**config.mk**
```make
export PLATFORM = sky130hd
export DESIGN_NAME = fft_twiddle_gen_flat
export DESIGN_NICKNAME = d
export VERILOG_FILES = /design/src/rtl/fft_pkg.sv /design/src/rtl/fft_twiddle_gen_if.sv /design/src/rtl/fft_quarter_cos_rom.sv /design/src/rtl/fft_twiddle_gen.sv /design/src/flat_wrapper.sv
export SDC_FILE = /design/constraint.sdc
export NUM_CORES = 1
export LEC_CHECK = 0
export BUFFER_PORTS_ARGS = -buffer_cell sky130_fd_sc_hd__buf_2
export CORE_ASPECT_RATIO = 0.5
export CORE_MARGIN = 4
export CORE_UTILIZATION = 50
export DETAILED_ROUTE_END_ITERATION = 8
export PLACE_DENSITY_LB_ADDON = 0.08
export SYNTH_ARGS = -nofsm -noshare
export SYNTH_HDL_FRONTEND = slang
export SYNTH_SLANG_ARGS = --single-unit
```
**constraint.sdc**
```tcl
create_clock -name clk -period 5.2 [get_ports clk]
set_input_delay 1.04 -clock clk [delete_from_list [all_inputs] [get_ports clk]]
set_output_delay 1.04 -clock clk [all_outputs]
set_load 0.02 [all_outputs]
```
**src/rtl/fft_pkg.sv**
```systemverilog
// Shared constants, helpers and state encoding for the FFT twiddle generator.
package fft_pkg;

   function automatic int clog2(input int value);
      int result = 0;
      for (int v = value - 1; v > 0; v = v >> 1) result++;
      return result;
   endfunction

   // Largest positive value of a signed Q(width-1) word.
   function automatic int q_amp(input int width);
      return (1 << (width - 1)) - 1;
   endfunction

   localparam int Q15_AMP = q_amp(16);

   typedef enum logic [1:0] {
      ST_IDLE  = 2'd0,
      ST_GEN   = 2'd1,
      ST_DRAIN = 2'd2
   } fft_state_e;

endpackage

```
**src/rtl/fft_twiddle_gen_if.sv**
```systemverilog
// Twiddle output stream: one beat moves on a clock edge where tw_valid && tw_ready.
interface fft_twiddle_gen_if #(
   parameter int DATA_WIDTH = 16,
   parameter int IDX_W      = 8
);
   // valid/ready: the producer holds tw_valid and every payload field stable
   // until the edge where tw_ready is also high; ready may toggle freely.
   logic                         tw_valid;
   logic                         tw_ready;
   logic signed [DATA_WIDTH-1:0] tw_real;
   logic signed [DATA_WIDTH-1:0] tw_imag;
   logic [IDX_W-1:0]             tw_index;
   logic                         tw_last;

   modport master (output tw_valid, tw_real, tw_imag, tw_index, tw_last, input tw_ready);
   modport slave  (input tw_valid, tw_real, tw_imag, tw_index, tw_last, output tw_ready);
endinterface

```
**src/rtl/fft_quarter_cos_rom.sv**
```systemverilog
// Quarter-wave cosine table c[i] = round(AMP*cos(2*pi*i/N)), i = 0..N/4, with
// two registered read ports so c[r] and c[Q-r] come out in the same cycle.
module fft_quarter_cos_rom
   import fft_pkg::*;
#(
   parameter int DATA_WIDTH = 16,
   parameter int FFT_SIZE   = 512
) (
   input  logic                         clk,
   input  logic                         rst,
   input  logic                         en,
   input  logic [clog2(FFT_SIZE)-2:0]   addr_a,
   input  logic [clog2(FFT_SIZE)-2:0]   addr_b,
   output logic signed [DATA_WIDTH-1:0] data_a,
   output logic signed [DATA_WIDTH-1:0] data_b
);
   localparam int Q   = FFT_SIZE / 4;
   localparam int AMP = q_amp(DATA_WIDTH);

   // Only ever called with constant arguments, so the real math folds away.
   function automatic logic signed [DATA_WIDTH-1:0] cos_entry(input int i);
      real pi;
      real x;
      pi = 3.14159265358979323846;
      x  = real'(AMP) * $cos(2.0 * pi * real'(i) / real'(FFT_SIZE));
      return DATA_WIDTH'($rtoi(x + 0.5));
   endfunction

   logic signed [DATA_WIDTH-1:0] cos_tab [0:Q];

   for (genvar i = 0; i <= Q; i++) begin : g_tab
      assign cos_tab[i] = cos_entry(i);
   end

   always_ff @(posedge clk or posedge rst) begin
      if (rst) begin
         data_a <= '0;
         data_b <= '0;
      end else if (en) begin
         data_a <= cos_tab[addr_a];
         data_b <= cos_tab[addr_b];
      end
   end

endmodule

```
**src/rtl/fft_twiddle_gen.sv**
```systemverilog
// Streams the W_N^(k<<s) twiddles of one FFT stage through a two-register
// pipeline (table read, quadrant/sign fold) with valid/ready back-pressure.
module fft_twiddle_gen
   import fft_pkg::*;
#(
   parameter int DATA_WIDTH = 16,
   parameter int FFT_SIZE   = 512
) (
   input  logic                clk,
   input  logic                rst,
   input  logic                start,
   input  logic [3:0]          stage,
   input  logic                inverse,
   output logic                busy,
   output logic                done,
   output logic                err,
   output fft_state_e          dbg_state,
   fft_twiddle_gen_if.master   tw
);
   localparam int LOG2N = clog2(FFT_SIZE);
   localparam int Q     = FFT_SIZE / 4;
   localparam int KW    = LOG2N - 1;
   localparam logic [3:0]    LOG2N_4 = 4'(LOG2N);
   localparam logic [KW-1:0] K_ONES  = '1;

   fft_state_e    state;
   logic [KW-1:0] k_cnt, last_k;
   logic [3:0]    stage_r;
   logic          inv_r;

   logic          s1_valid, s1_inv, s1_last;
   logic [1:0]    s1_q;
   logic [KW-1:0] s1_idx;

   logic          s1_adv, s2_adv, start_ok, issue, iss_inv;
   logic [3:0]    iss_stage;
   logic [KW-1:0] iss_k, iss_last_k, start_last_k;
   logic [LOG2N-1:0] iss_a;
   logic [KW-1:0] addr_r, addr_c;
   logic signed [DATA_WIDTH-1:0] rom_a, rom_b, nxt_re, nxt_im;

   assign dbg_state = state;

   // An accepted start issues k=0 on its own edge so the first beat lands two cycles later.
   always_comb begin
      s2_adv       = !tw.tw_valid || tw.tw_ready;
      s1_adv       = !s1_valid || s2_adv;
      start_ok     = (state == ST_IDLE) && start && (stage < LOG2N_4);
      start_last_k = K_ONES >> stage;
      iss_stage    = (state == ST_IDLE) ? stage : stage_r;
      iss_inv      = (state == ST_IDLE) ? inverse : inv_r;
      iss_k        = (state == ST_IDLE) ? '0 : k_cnt;
      iss_last_k   = (state == ST_IDLE) ? start_last_k : last_k;
      iss_a        = {1'b0, iss_k} << iss_stage;
      addr_r       = {1'b0, iss_a[LOG2N-3:0]};
      addr_c       = KW'(Q) - addr_r;
      issue        = s1_adv && (start_ok || state == ST_GEN);
   end

   always_ff @(posedge clk or posedge rst) begin
      if (rst) begin
         state   <= ST_IDLE;
         k_cnt   <= '0;
         last_k  <= '0;
         stage_r <= '0;
         inv_r   <= 1'b0;
         busy    <= 1'b0;
         done    <= 1'b0;
         err     <= 1'b0;
      end else begin
         done <= 1'b0;
         err  <= 1'b0;
         case (state)
            ST_IDLE: begin
               if (start && !start_ok) begin
                  err <= 1'b1;
               end else if (start_ok) begin
                  stage_r <= stage;
                  inv_r   <= inverse;
                  last_k  <= start_last_k;
                  k_cnt   <= KW'(1);
                  busy    <= 1'b1;
                  state   <= (start_last_k == '0) ? ST_DRAIN : ST_GEN;
               end
            end
            ST_GEN: begin
               if (s1_adv) begin
                  k_cnt <= k_cnt + KW'(1);
                  if (k_cnt == last_k) state <= ST_DRAIN;
               end
            end
            ST_DRAIN: begin
               if (tw.tw_valid && tw.tw_ready && tw.tw_last) begin
                  state <= ST_IDLE;
                  busy  <= 1'b0;
                  done  <= 1'b1;
               end
            end
            default: state <= ST_IDLE;
         endcase
      end
   end

   fft_quarter_cos_rom #(
      .DATA_WIDTH (DATA_WIDTH),
      .FFT_SIZE   (FFT_SIZE)
   ) u_rom (
      .clk    (clk),
      .rst    (rst),
      .en     (s1_adv),
      .addr_a (addr_r),
      .addr_b (addr_c),
      .data_a (rom_a),
      .data_b (rom_b)
   );

   // Quadrant fold of the quarter table; inverse conjugates afterwards.
   always_comb begin
      nxt_re = rom_a;
      nxt_im = -rom_b;
      case (s1_q)
         2'd0: begin nxt_re = rom_a;  nxt_im = -rom_b; end
         2'd1: begin nxt_re = -rom_b; nxt_im = -rom_a; end
         2'd2: begin nxt_re = -rom_a; nxt_im = rom_b;  end
         default: begin nxt_re = rom_b; nxt_im = rom_a; end
      endcase
      if (s1_inv) nxt_im = -nxt_im;
   end

   always_ff @(posedge clk or posedge rst) begin
      if (rst) begin
         s1_valid    <= 1'b0;
         s1_q        <= '0;
         s1_inv      <= 1'b0;
         s1_idx      <= '0;
         s1_last     <= 1'b0;
         tw.tw_valid <= 1'b0;
         tw.tw_last  <= 1'b0;
         tw.tw_real  <= '0;
         tw.tw_imag  <= '0;
         tw.tw_index <= '0;
      end else begin
         if (s1_adv) begin
            s1_valid <= issue;
            s1_q     <= iss_a[LOG2N-1 -: 2];
            s1_inv   <= iss_inv;
            s1_idx   <= iss_k;
            s1_last  <= (iss_k == iss_last_k);
         end
         if (s2_adv) begin
            tw.tw_valid <= s1_valid;
            tw.tw_last  <= s1_valid && s1_last;
            if (s1_valid) begin
               tw.tw_real  <= nxt_re;
               tw.tw_imag  <= nxt_im;
               tw.tw_index <= s1_idx;
            end
         end
      end
   end

endmodule

```
**src/flat_wrapper.sv**
```systemverilog
// flat-port wrapper written by rule: the top's interface ports become plain ports
module fft_twiddle_gen_flat import fft_pkg::*;
#(
   parameter int DATA_WIDTH = 16,
   parameter int FFT_SIZE   = 512
)
  (clk, rst, start, stage, inverse, busy, done, err, dbg_state, tw_tw_valid, tw_tw_real, tw_tw_imag, tw_tw_index, tw_tw_last, tw_tw_ready);
  fft_twiddle_gen_if #(.DATA_WIDTH(DATA_WIDTH), .IDX_W((8))) tw_i ();
  input  logic clk;
  input  logic rst;
  input  logic start;
  input  logic [3:0] stage;
  input  logic inverse;
  output logic busy;
  output logic done;
  output logic err;
  output fft_state_e dbg_state;
  output wire logic [$bits(tw_i.tw_valid)-1:0] tw_tw_valid;
  output wire logic [$bits(tw_i.tw_real)-1:0] tw_tw_real;
  output wire logic [$bits(tw_i.tw_imag)-1:0] tw_tw_imag;
  output wire logic [$bits(tw_i.tw_index)-1:0] tw_tw_index;
  output wire logic [$bits(tw_i.tw_last)-1:0] tw_tw_last;
  input wire logic [$bits(tw_i.tw_ready)-1:0] tw_tw_ready;
  assign tw_tw_valid = tw_i.tw_valid;
  assign tw_tw_real = tw_i.tw_real;
  assign tw_tw_imag = tw_i.tw_imag;
  assign tw_tw_index = tw_i.tw_index;
  assign tw_tw_last = tw_i.tw_last;
  assign tw_i.tw_ready = tw_tw_ready;
  fft_twiddle_gen #(.DATA_WIDTH(DATA_WIDTH), .FFT_SIZE(FFT_SIZE)) u_core (.clk(clk), .rst(rst), .start(start), .stage(stage), .inverse(inverse), .busy(busy), .done(done), .err(err), .dbg_state(dbg_state), .tw(tw_i));
endmodule
```
==> results.toml <==
[synthesis]
synth-main-ff-cell = "dfrtp_1"
synth_edf_count = 0
synthCells = 1539
yosys_warnings = 0
synth_top_area_share_pct = 24.6
syn-cell-area_sq_um = 11300
ys_seq_elements = 111
synth_area_per_cell_sq_um = 7.33
syn_nets = 1570
synthArstFlopShare_pct = 100
synthTopCellsByArea = "dfrtp_1, nand2_1, o21ai_0"
yosysSeqAreaShare_pct = 24.6
synth_cell_type_count = 96
synth_area_leader_cell = "dfrtp_1"

[route]
vias = 13100
drc = 4
wl_per_cell_um = 26.9
drtIter0Drc = 2353
drtPass1Iterations = 9
viasPerCell = 7.24
totalWireLength_mm = 48.7
final_antenna_net_count = 0

[cts]
cts.clk_slew.worst_paths_ns = 0.11
post_cts_resized = 0
numClockSinks = 111
clk-insertion-delay-late_ns = 0.39
cts_tree = "yes"
htree_levels = 3
cts_buffer_depth = 2
numCtsBuffers = 9
postCtsSetupRepairBufs = 0
clockRootBuffer = "clkbuf_16"
cts_hold_buf = 0

[worst_hold_path]
hp-start = "u_core.s1_idx[7]$_DFFE_PP0P_"
hold_path.class = "flop to flop"
min_delay_path_depth = 2
hold_end = "u_core.s1_idx[7]$_DFFE_PP0P_"

[job]
drv_cap = 0

[die]
die_x_um = 220
rows = 38
die_h_um = 114
floorplan.initialDensity_pct = 51.5
dieArea_sq_um = 25200
io_pins = 56
core_area_sq_um = 21900

[cells_and_area]
final_cell_mix = "nand2_1, nor2_1, o21ai_0, a21oi_1, dfrtp_1"
area_growth_pct = 7.39
nNetsFinal = 1541
antenna-diode-count = 0
final_common_cell = "nand2_1"
drive_above_1_share_pct = 13.2

[setup_path]
rrSetupSlack_ns = 0.99
crit_type = "flop to flop"
critical_path.slowest_cell = "ha_1"
slowest_delay_ns = 0.86
reg2reg_to = "u_core.u_rom.data_a[9]$_DFFE_PP0P_"
crit_path_start_kind = "flop"
r2r_cells = 10
reg2reg_from = "u_core.dbg_state[1]$_DFFE_PP0P_"
crit_fanout = 17
endpoint_kind = "flop"
path_delay_family = "compound AO/OA/AOI/OAI gates"
cp_common_cell = "a21oi_1"
worstPathArrival_ns = 4.55
cp.depth = 10
worst-path-buf-inv = 0
path_cells = "or2_2 > and4_1 > ha_1 > o21ai_1 > a21oi_1 > a211oi_1 > a21oi_1 > nor2_1 > a2111oi_0 > a211o_1"
required_ns = 5.54

[placement]
numPortBuffers = 55
place_ws_ns = 1.09
hpwl_mm = 34.5
gp_congestion = 1.09

[grt]
grt_pass1_wl_mm = 73.7
grt_max_degree = 56
grt_util_all_layers_pct = 38.1
antenna_found_initial = 0
overflow = 0
grt_pass1_vias = 12000

[outcome]
status = "complete, but fails checks"
violations = "DRC"

[timing]
rsz0062_at_grt = "no"
slew_headroom_pct = 27.8
setup_viol_count_final = 0
tightest_slew_ns = 1.08
fmax_ghz = 0.238
slew_viol_final = 0
clock_skew_ns = 0.0275
setup-tns-final_ns = 0
min_period_ns = 4.21
min_period_over_period_pct = 81.0
worst_slack_ns = 0.990
hold_viol_final = 0
-- logic make-up after synthesis --
kind of cell             Yosys count  share of synthesized area (%)
flip-flops                       111                           24.6
buffers and inverters            191                           6.99
AND/OR/NAND/NOR                  536                           22.3
AO/OA/AOI/OAI                    584                           34.9
multiplexers                      44                           4.54
adder cells (fa/ha/maj)           22                           2.44
XOR/XNOR                          51                           4.23
-- final cells by class --
class	count	area (sq um)
Multi-Input combinational cell	1237	7730
Timing Repair Buffer	120	801
Fill cell	2078	9810
Inverter	31	119
Tap cell	300	375
Clock inverter	7	82.6
Clock buffer	9	225
Sequential cell	111	2780
-- metal layers --
metal / vias to the layer above / share of wire (%) / global-route usage (%) / wire [um]
li1: 5706 / - / - / -
met1: 6123 / 40 / 53.6 / 19700
met2: 1087 / 39 / 52.2 / 18900
met3: 225 / 16 / 14.2 / 7670
met4: 0 / 5.0 / 15.8 / 2440
met5: - / 0 / 0 / 0
-- worst min-delay path, cell delays in order (launching register included) --
cell and delay (ns):
dfrtp_1 0.35, nand2_1 0.05, nand2_1 0.04
-- worst max path at each step --
stage                                     from  slack (ns)                                  end
6_report       u_core.dbg_state[1]$_DFFE_PP0P_        0.99   u_core.u_rom.data_a[9]$_DFFE_PP0P_
5_1_grt        u_core.dbg_state[0]$_DFFE_PP0P_        0.95   u_core.u_rom.data_a[9]$_DFFE_PP0P_
4_1_cts        u_core.dbg_state[1]$_DFFE_PP0P_        1.17   u_core.u_rom.data_a[9]$_DFFE_PP0P_
3_5_place_dp                          stage[3]        1.09   u_core.u_rom.data_b[9]$_DFFE_PP0P_
3_3_place_gp                          stage[3]        1.11   u_core.u_rom.data_a[0]$_DFFE_PP0P_
2_1_floorplan  u_core.dbg_state[0]$_DFFE_PP0P_        0.93  u_core.u_rom.data_b[11]$_DFFE_PP0P_
-- flip-flops by register name, summed over array words and instances, names as in the netlist, 2 cells and up --
name                 cells
u_core.last_k            8
u_core.k_cnt             8
u_core.dbg_state         2
u_core.u_rom.data_a     15
u_core.stage_r           4
u_core.tw.tw_real       16
u_core.u_rom.data_b     15
u_core.s1_idx            8
u_core.tw.tw_imag       16
u_core.s1_q              2
u_core.tw.tw_index       8
-- synth_stat cells (all sizes together), types with 22 or more instances --
library cell / count
buf: 48
a311oi: 22
clkbuf: 112
mux2i: 23
a31oi: 43
nor2: 140
nand2: 201
o22ai: 22
nand3: 44
a211oi: 42
dfrtp: 111
a21oi: 119
o211ai: 31
inv: 30
ha: 22
o21ai: 142
xnor2: 32
nor3: 56
-- per-stage QoR --
| step | hold slack [ns] | utilization [%] | std cells | cell area [sq um] |
|---|---|---|---|---|
| after floorplan | 0.435 | - | 1539 | 11300 |
| after global placement | 0.447 | 53.9 | 1799 | 11800 |
| after detailed placement | 0.453 | 53.9 | 1799 | 11800 |
| after CTS | 0.472 | 55.3 | 1815 | 12100 |
| after global routing | 0.502 | 55.3 | 1815 | 12100 |
| final | 0.468 | 55.3 | 1815 | 12100 |
Power is left out: the tool's default activity adds up to more than one toggle a clock period on the data nets, which glitch-free logic cannot reach.
